File: src/rtl/stopwatch_if.sv
// Control and display handshake between the stopwatch core and its button/display neighbours.
interface stopwatch_if;
  logic        i_run_stop;
  logic        i_clear;
  logic        i_lap;
  logic [23:0] o_time;
  logic        o_running;
  logic        o_tick;
  logic        o_lap_held;

  modport master (
    output i_run_stop, i_clear, i_lap,
    input  o_time, o_running, o_tick, o_lap_held
  );

  modport slave (
    input  i_run_stop, i_clear, i_lap,
    output o_time, o_running, o_tick, o_lap_held
  );
endinterface

File: src/rtl/stopwatch_core.sv
// Centisecond time base, RUN/STOP/CLEAR control and cascaded msec/sec/min/hour counters.
// Define LAP_HOLD_EN to build the lap snapshot register driven by i_lap.
module stopwatch_core #(
  parameter int CLK_FREQ = 100_000_000,
  parameter int TICK_HZ  = 100
) (
  input logic       clk,
  input logic       reset,
  stopwatch_if.slave bus
);

  localparam int DIV   = CLK_FREQ / TICK_HZ;
  localparam int DIV_W = $clog2(DIV);
  localparam logic [DIV_W-1:0] DIV_LAST = DIV_W'(DIV - 1);

  typedef enum logic [1:0] {
    STOP  = 2'd0,
    RUN   = 2'd1,
    CLEAR = 2'd2
  } state_t;

  state_t           state;
  logic [DIV_W-1:0] div;
  logic             tick;
  logic             running;
  logic [6:0]       msec;
  logic [5:0]       sec;
  logic [5:0]       min;
  logic [4:0]       hour;
  logic [23:0]      live;
  logic             msec_wrap;
  logic             sec_wrap;
  logic             min_wrap;

  assign live      = {hour, min, sec, msec};
  assign msec_wrap = (msec == 7'd99);
  assign sec_wrap  = (sec == 6'd59);
  assign min_wrap  = (min == 6'd59);

  // The divider only moves in RUN, so a partial interval survives a stop and resumes.
  always_ff @(posedge clk or posedge reset) begin
    if (reset) begin
      state   <= STOP;
      div     <= '0;
      tick    <= 1'b0;
      running <= 1'b0;
    end else begin
      tick <= 1'b0;
      case (state)
        STOP: begin
          if (bus.i_run_stop) begin
            state   <= RUN;
            running <= 1'b1;
          end else if (bus.i_clear) begin
            state <= CLEAR;
          end
        end
        RUN: begin
          if (div == DIV_LAST) begin
            div  <= '0;
            tick <= 1'b1;
          end else begin
            div <= div + 1'b1;
          end
          if (bus.i_run_stop) begin
            state   <= STOP;
            running <= 1'b0;
          end
        end
        CLEAR: begin
          div   <= '0;
          state <= STOP;
        end
        default: begin
          state   <= STOP;
          running <= 1'b0;
        end
      endcase
    end
  end

  // A tick raised on the RUN->STOP edge is still consumed here on the following edge.
  always_ff @(posedge clk or posedge reset) begin
    if (reset) begin
      msec <= '0;
      sec  <= '0;
      min  <= '0;
      hour <= '0;
    end else if (state == CLEAR) begin
      msec <= '0;
      sec  <= '0;
      min  <= '0;
      hour <= '0;
    end else if (tick) begin
      msec <= msec_wrap ? 7'd0 : msec + 7'd1;
      if (msec_wrap) begin
        sec <= sec_wrap ? 6'd0 : sec + 6'd1;
        if (sec_wrap) begin
          min <= min_wrap ? 6'd0 : min + 6'd1;
          if (min_wrap) begin
            hour <= (hour == 5'd23) ? 5'd0 : hour + 5'd1;
          end
        end
      end
    end
  end

`ifdef LAP_HOLD_EN
  logic [23:0] snap;
  logic        lap_held;

  // Capture only from RUN; releasing the hold is allowed from any state.
  always_ff @(posedge clk or posedge reset) begin
    if (reset) begin
      snap     <= '0;
      lap_held <= 1'b0;
    end else if (state == CLEAR) begin
      lap_held <= 1'b0;
    end else if (bus.i_lap) begin
      if (lap_held) begin
        lap_held <= 1'b0;
      end else if (state == RUN) begin
        snap     <= live;
        lap_held <= 1'b1;
      end
    end
  end

  assign bus.o_time     = lap_held ? snap : live;
  assign bus.o_lap_held = lap_held;
`else
  logic unused_lap;
  assign unused_lap     = bus.i_lap;
  assign bus.o_time     = live;
  assign bus.o_lap_held = 1'b0;
`endif

  assign bus.o_tick    = tick;
  assign bus.o_running = running;

endmodule
File: src/flat_wrapper.sv
// flat-port wrapper written by rule: the top's interface ports become plain ports
module stopwatch_core_flat 
#(
  parameter int CLK_FREQ = 100_000_000,
  parameter int TICK_HZ  = 100
)
  (clk, reset, bus_i_run_stop, bus_i_clear, bus_i_lap, bus_o_time, bus_o_running, bus_o_tick, bus_o_lap_held);
  stopwatch_if bus_i ();
  input logic clk;
  input logic reset;
  input wire logic [$bits(bus_i.i_run_stop)-1:0] bus_i_run_stop;
  input wire logic [$bits(bus_i.i_clear)-1:0] bus_i_clear;
  input wire logic [$bits(bus_i.i_lap)-1:0] bus_i_lap;
  output wire logic [$bits(bus_i.o_time)-1:0] bus_o_time;
  output wire logic [$bits(bus_i.o_running)-1:0] bus_o_running;
  output wire logic [$bits(bus_i.o_tick)-1:0] bus_o_tick;
  output wire logic [$bits(bus_i.o_lap_held)-1:0] bus_o_lap_held;
  assign bus_i.i_run_stop = bus_i_run_stop;
  assign bus_i.i_clear = bus_i_clear;
  assign bus_i.i_lap = bus_i_lap;
  assign bus_o_time = bus_i.o_time;
  assign bus_o_running = bus_i.o_running;
  assign bus_o_tick = bus_i.o_tick;
  assign bus_o_lap_held = bus_i.o_lap_held;
  stopwatch_core #(.CLK_FREQ(CLK_FREQ), .TICK_HZ(TICK_HZ)) u_core (.clk(clk), .reset(reset), .bus(bus_i));
endmodule
File: config.mk
export PLATFORM = sky130hd
export DESIGN_NAME = stopwatch_core_flat
export DESIGN_NICKNAME = d
export VERILOG_FILES = /design/src/rtl/stopwatch_if.sv /design/src/rtl/stopwatch_core.sv /design/src/flat_wrapper.sv
export SDC_FILE = /design/constraint.sdc
export NUM_CORES = 1
export LEC_CHECK = 0
export ABC_AREA = 1
export CAP_MARGIN = 20
export CORE_MARGIN = 4
export CORE_UTILIZATION = 55
export CTS_CLUSTER_DIAMETER = 150
export DETAILED_ROUTE_END_ITERATION = 10
export GPL_ROUTABILITY_DRIVEN = 0
export HOLD_SLACK_MARGIN = 0.02
export PLACE_DENSITY = 0.81
export SETUP_SLACK_MARGIN = 0.15
export SLEW_MARGIN = 5
export SYNTH_ARGS = -nofsm -noshare
export SYNTH_HDL_FRONTEND = slang
export SYNTH_SLANG_ARGS = --single-unit
File: constraint.sdc
create_clock -name clk -period 2.78 [get_ports clk]
set_clock_uncertainty 0.2 [all_clocks]
set_input_delay 0.834 -clock clk [delete_from_list [all_inputs] [get_ports clk]]
set_output_delay 0.834 -clock clk [all_outputs]
set_load 0.01 [all_outputs]
==> impl_metrics.ini <==
[status]
status = completed

[power_and_ir_drop]
pwr-share-clk = 0.237
total_power_mw = 2.06
p_int_mw = 1.29
switchingPower_mw = 0.762
p_leak_nw = 1.46
irDropWorstVdd_uv = 445
combPwrFrac = 0.339
pwr-share-seq = 0.424
powerDensity_mw_per_mm2 = 627
power_switching_share = 0.370

[synth]
synth-edff-count = 0
synth_async_sr_flop_share = 1.00
synthCells = 362
syn_nets = 375
synth_warnings = 0
synth_seq_area_share = 0.426
yosysUniqueCellTypes = 34
ys.flop_type = dfrtp_1
synth_area_per_cell_um2 = 7.78
synth-seq-cells = 48
synth_area_mm2 = 0.00282

[drt]
drt_iter0_drc = 82
post-route-drc-count = 0
topRoutingLayerUsed = met4
met3_length_um = 242
wl_per_cell_um = 12.1
dr.pass1.iters = 4
ant_nets = 0
dr_wl_met2_um = 2760
wirelength_um = 5580
avgViaCountPerCell = 5.26
vias = 2426
wl_met1_um = 2500

[floorplan]
start_util = 0.581
pin_count = 32
die_h_um = 79.6
dieWidth_um = 79.6
coreArea_mm2 = 0.00485
dieArea_mm2 = 0.00633
row_count = 25

[cells_and_area]
layout_common_cells = 81 x nand2_1, 51 x nor2_1, 48 x dfrtp_1
multiInputGateArea_mm2 = 0.00142
n_antenna_cell = 0
ff_latch_area_mm2 = 0.00120
fillers = 413
nets = 406
final_common_cell = nand2_1
drive_above_1_share = 0.0863
area_growth_pct = 16.4

[clocking]
clk_path_buf_depth = 2
post_cts_buffers = 0
hold_buffers = 0
cts_resized = 0
cts_root_buffer = clkbuf_8
cts_htree_levels = 2
clkSinkCount = 48
worstSkewPairLatency_ns = 0.30
clkSlewWorstSetupHoldPaths_ns = 0.09
cts_tree = built
cts_buffers = 5

[grt]
antenna_found_initial = 0
track_usage = 0.195
gr-total-overflow = 0
grt_max_degree = 34
first_global_vias = 2303
grt_pass1_wl_um = 9980

[sta]
fin_crit_sh = 0.856
tns_ns = 0
layout_min_cycle_time_ns = 2.38
hold_violations = 0
rsz0062_at_grt = false
finalSetupViolCount = 0
drv_slew = 0
fmax_ghz = 0.420

[placed_design]
port_buffers = 29
hpwl_um = 4120

[critical_path]
crit_type = register to output pin
cp.required_ns = 1.75
critPathCaptureType = output pin
cp.arrival_ns = 1.35
crit_chain = clkdlybuf4s50_1
path_delay_family = buffers and inverters
critPathMaxFanout = 7
crit_path_start_kind = register
critPathSlowestCell = clkdlybuf4s50_1
critPathBufInv = 1
slowest_delay_ns = 0.58

[worst_hold_path]
hp-class = register to register

[run]
cap_violations = 0
==> routing by layer <==
metal,vias up,GRT usage
li1,1242,-
met1,1124,0.238
met2,53,0.345
met3,7,0.0406
met4,0,0.0601
met5,-,0
==> state kept, by name, indices dropped and copies added, names as in the netlist <==
name,count
u_core.bus.o_running,1
u_core.bus.o_tick,1
u_core.div,20
u_core.hour,5
u_core.min,6
u_core.msec,7
u_core.sec,6
u_core.state,2
==> logic make-up after synthesis <==
family	share of synthesized area
AOI/OAI and AO/OA	0.0906
xor gates and xnor gates	0.0498
adders and majority gates	0.0355
buffers and inverters	0.0689
DFF	0.426
other	0.00133
and+or+nand+nor	0.327
==> through the flow <==
stage	util	cells	instance area, µm²	hold WS [ns]	setup WS (ns)
6_report	0.676	461	3280	0.333	0.399
4_1_cts	0.676	461	3280	0.338	0.378
5_1_grt	0.676	461	3280	0.375	0.295
3_3_place_gp	0.654	453	3170	0.310	0.710
3_5_place_dp	0.654	453	3170	0.318	0.659
2_1_floorplan	-	362	2820	0.279	0.602
==> cell usage after synthesis (3+ instances only) <==
cell,n,area share
nand3_2,3,0.011
a31o_2,3,0.0093
nand3b_1,3,0.0080
ha_1,8,0.036
nor3_1,7,0.012
dfrtp_1,48,0.43
nor2_1,51,0.068
nand2_1,81,0.11
o21ai_2,4,0.012
clkbuf_1,3,0.0040
o21ai_0,20,0.036
xnor2_1,3,0.0093
nand4_1,18,0.040
nand2_2,4,0.0089
nor2_2,3,0.0067
o21ai_1,3,0.0053
nand3_1,30,0.053
inv_1,35,0.047
a21oi_1,4,0.0071
xor2_1,13,0.040
==> path summary, 6_finish.rpt <==
kind | slack, ns | cells past startpoint | start | to
min in group asynchronous | 0.61 | 2 | reset | u_core.min[1]$_DFFE_PP0P_
worst max register to register | 0.65 | 9 | u_core.state[0]$_DFFE_PP0P_ | u_core.min[4]$_DFFE_PP0P_
worst min-delay path | 0.33 | 2 | u_core.bus.o_running$_DFFE_PP0P_ | u_core.bus.o_running$_DFFE_PP0P_
worst min register to register | 0.33 | 2 | u_core.bus.o_running$_DFFE_PP0P_ | u_core.bus.o_running$_DFFE_PP0P_
worst max-delay path | 0.40 | 1 | u_core.min[2]$_DFFE_PP0P_ | bus_o_time[15]
max in group asynchronous | 1.27 | 3 | reset | u_core.div[2]$_DFFE_PP0P_
==> power by group through the flow <==
| stage | Combinational (mW) | Clock (mW) | Sequential (mW) |
|---|---|---|---|
| 2_1_floorplan | 0.485 | 0 | 0.885 |
| 3_3_place_gp | 0.672 | 0 | 0.881 |
| 3_5_place_dp | 0.704 | 0 | 0.883 |
| 4_1_cts | 0.702 | 0.498 | 0.870 |
| 5_1_grt | 0.782 | 0.534 | 0.885 |
| 6_report | 0.697 | 0.488 | 0.871 |
==> area by class of cell <==
cell class,instances,area share
well taps,67,0.0256
repair buffers,31,0.0969
flip-flops and latches,48,0.366
clock inverters,2,0.0107
multi-input cells,269,0.433
inverters,38,0.0450
clock buffers,6,0.0221
No activity file was read; power rests on OpenSTA's default activity.
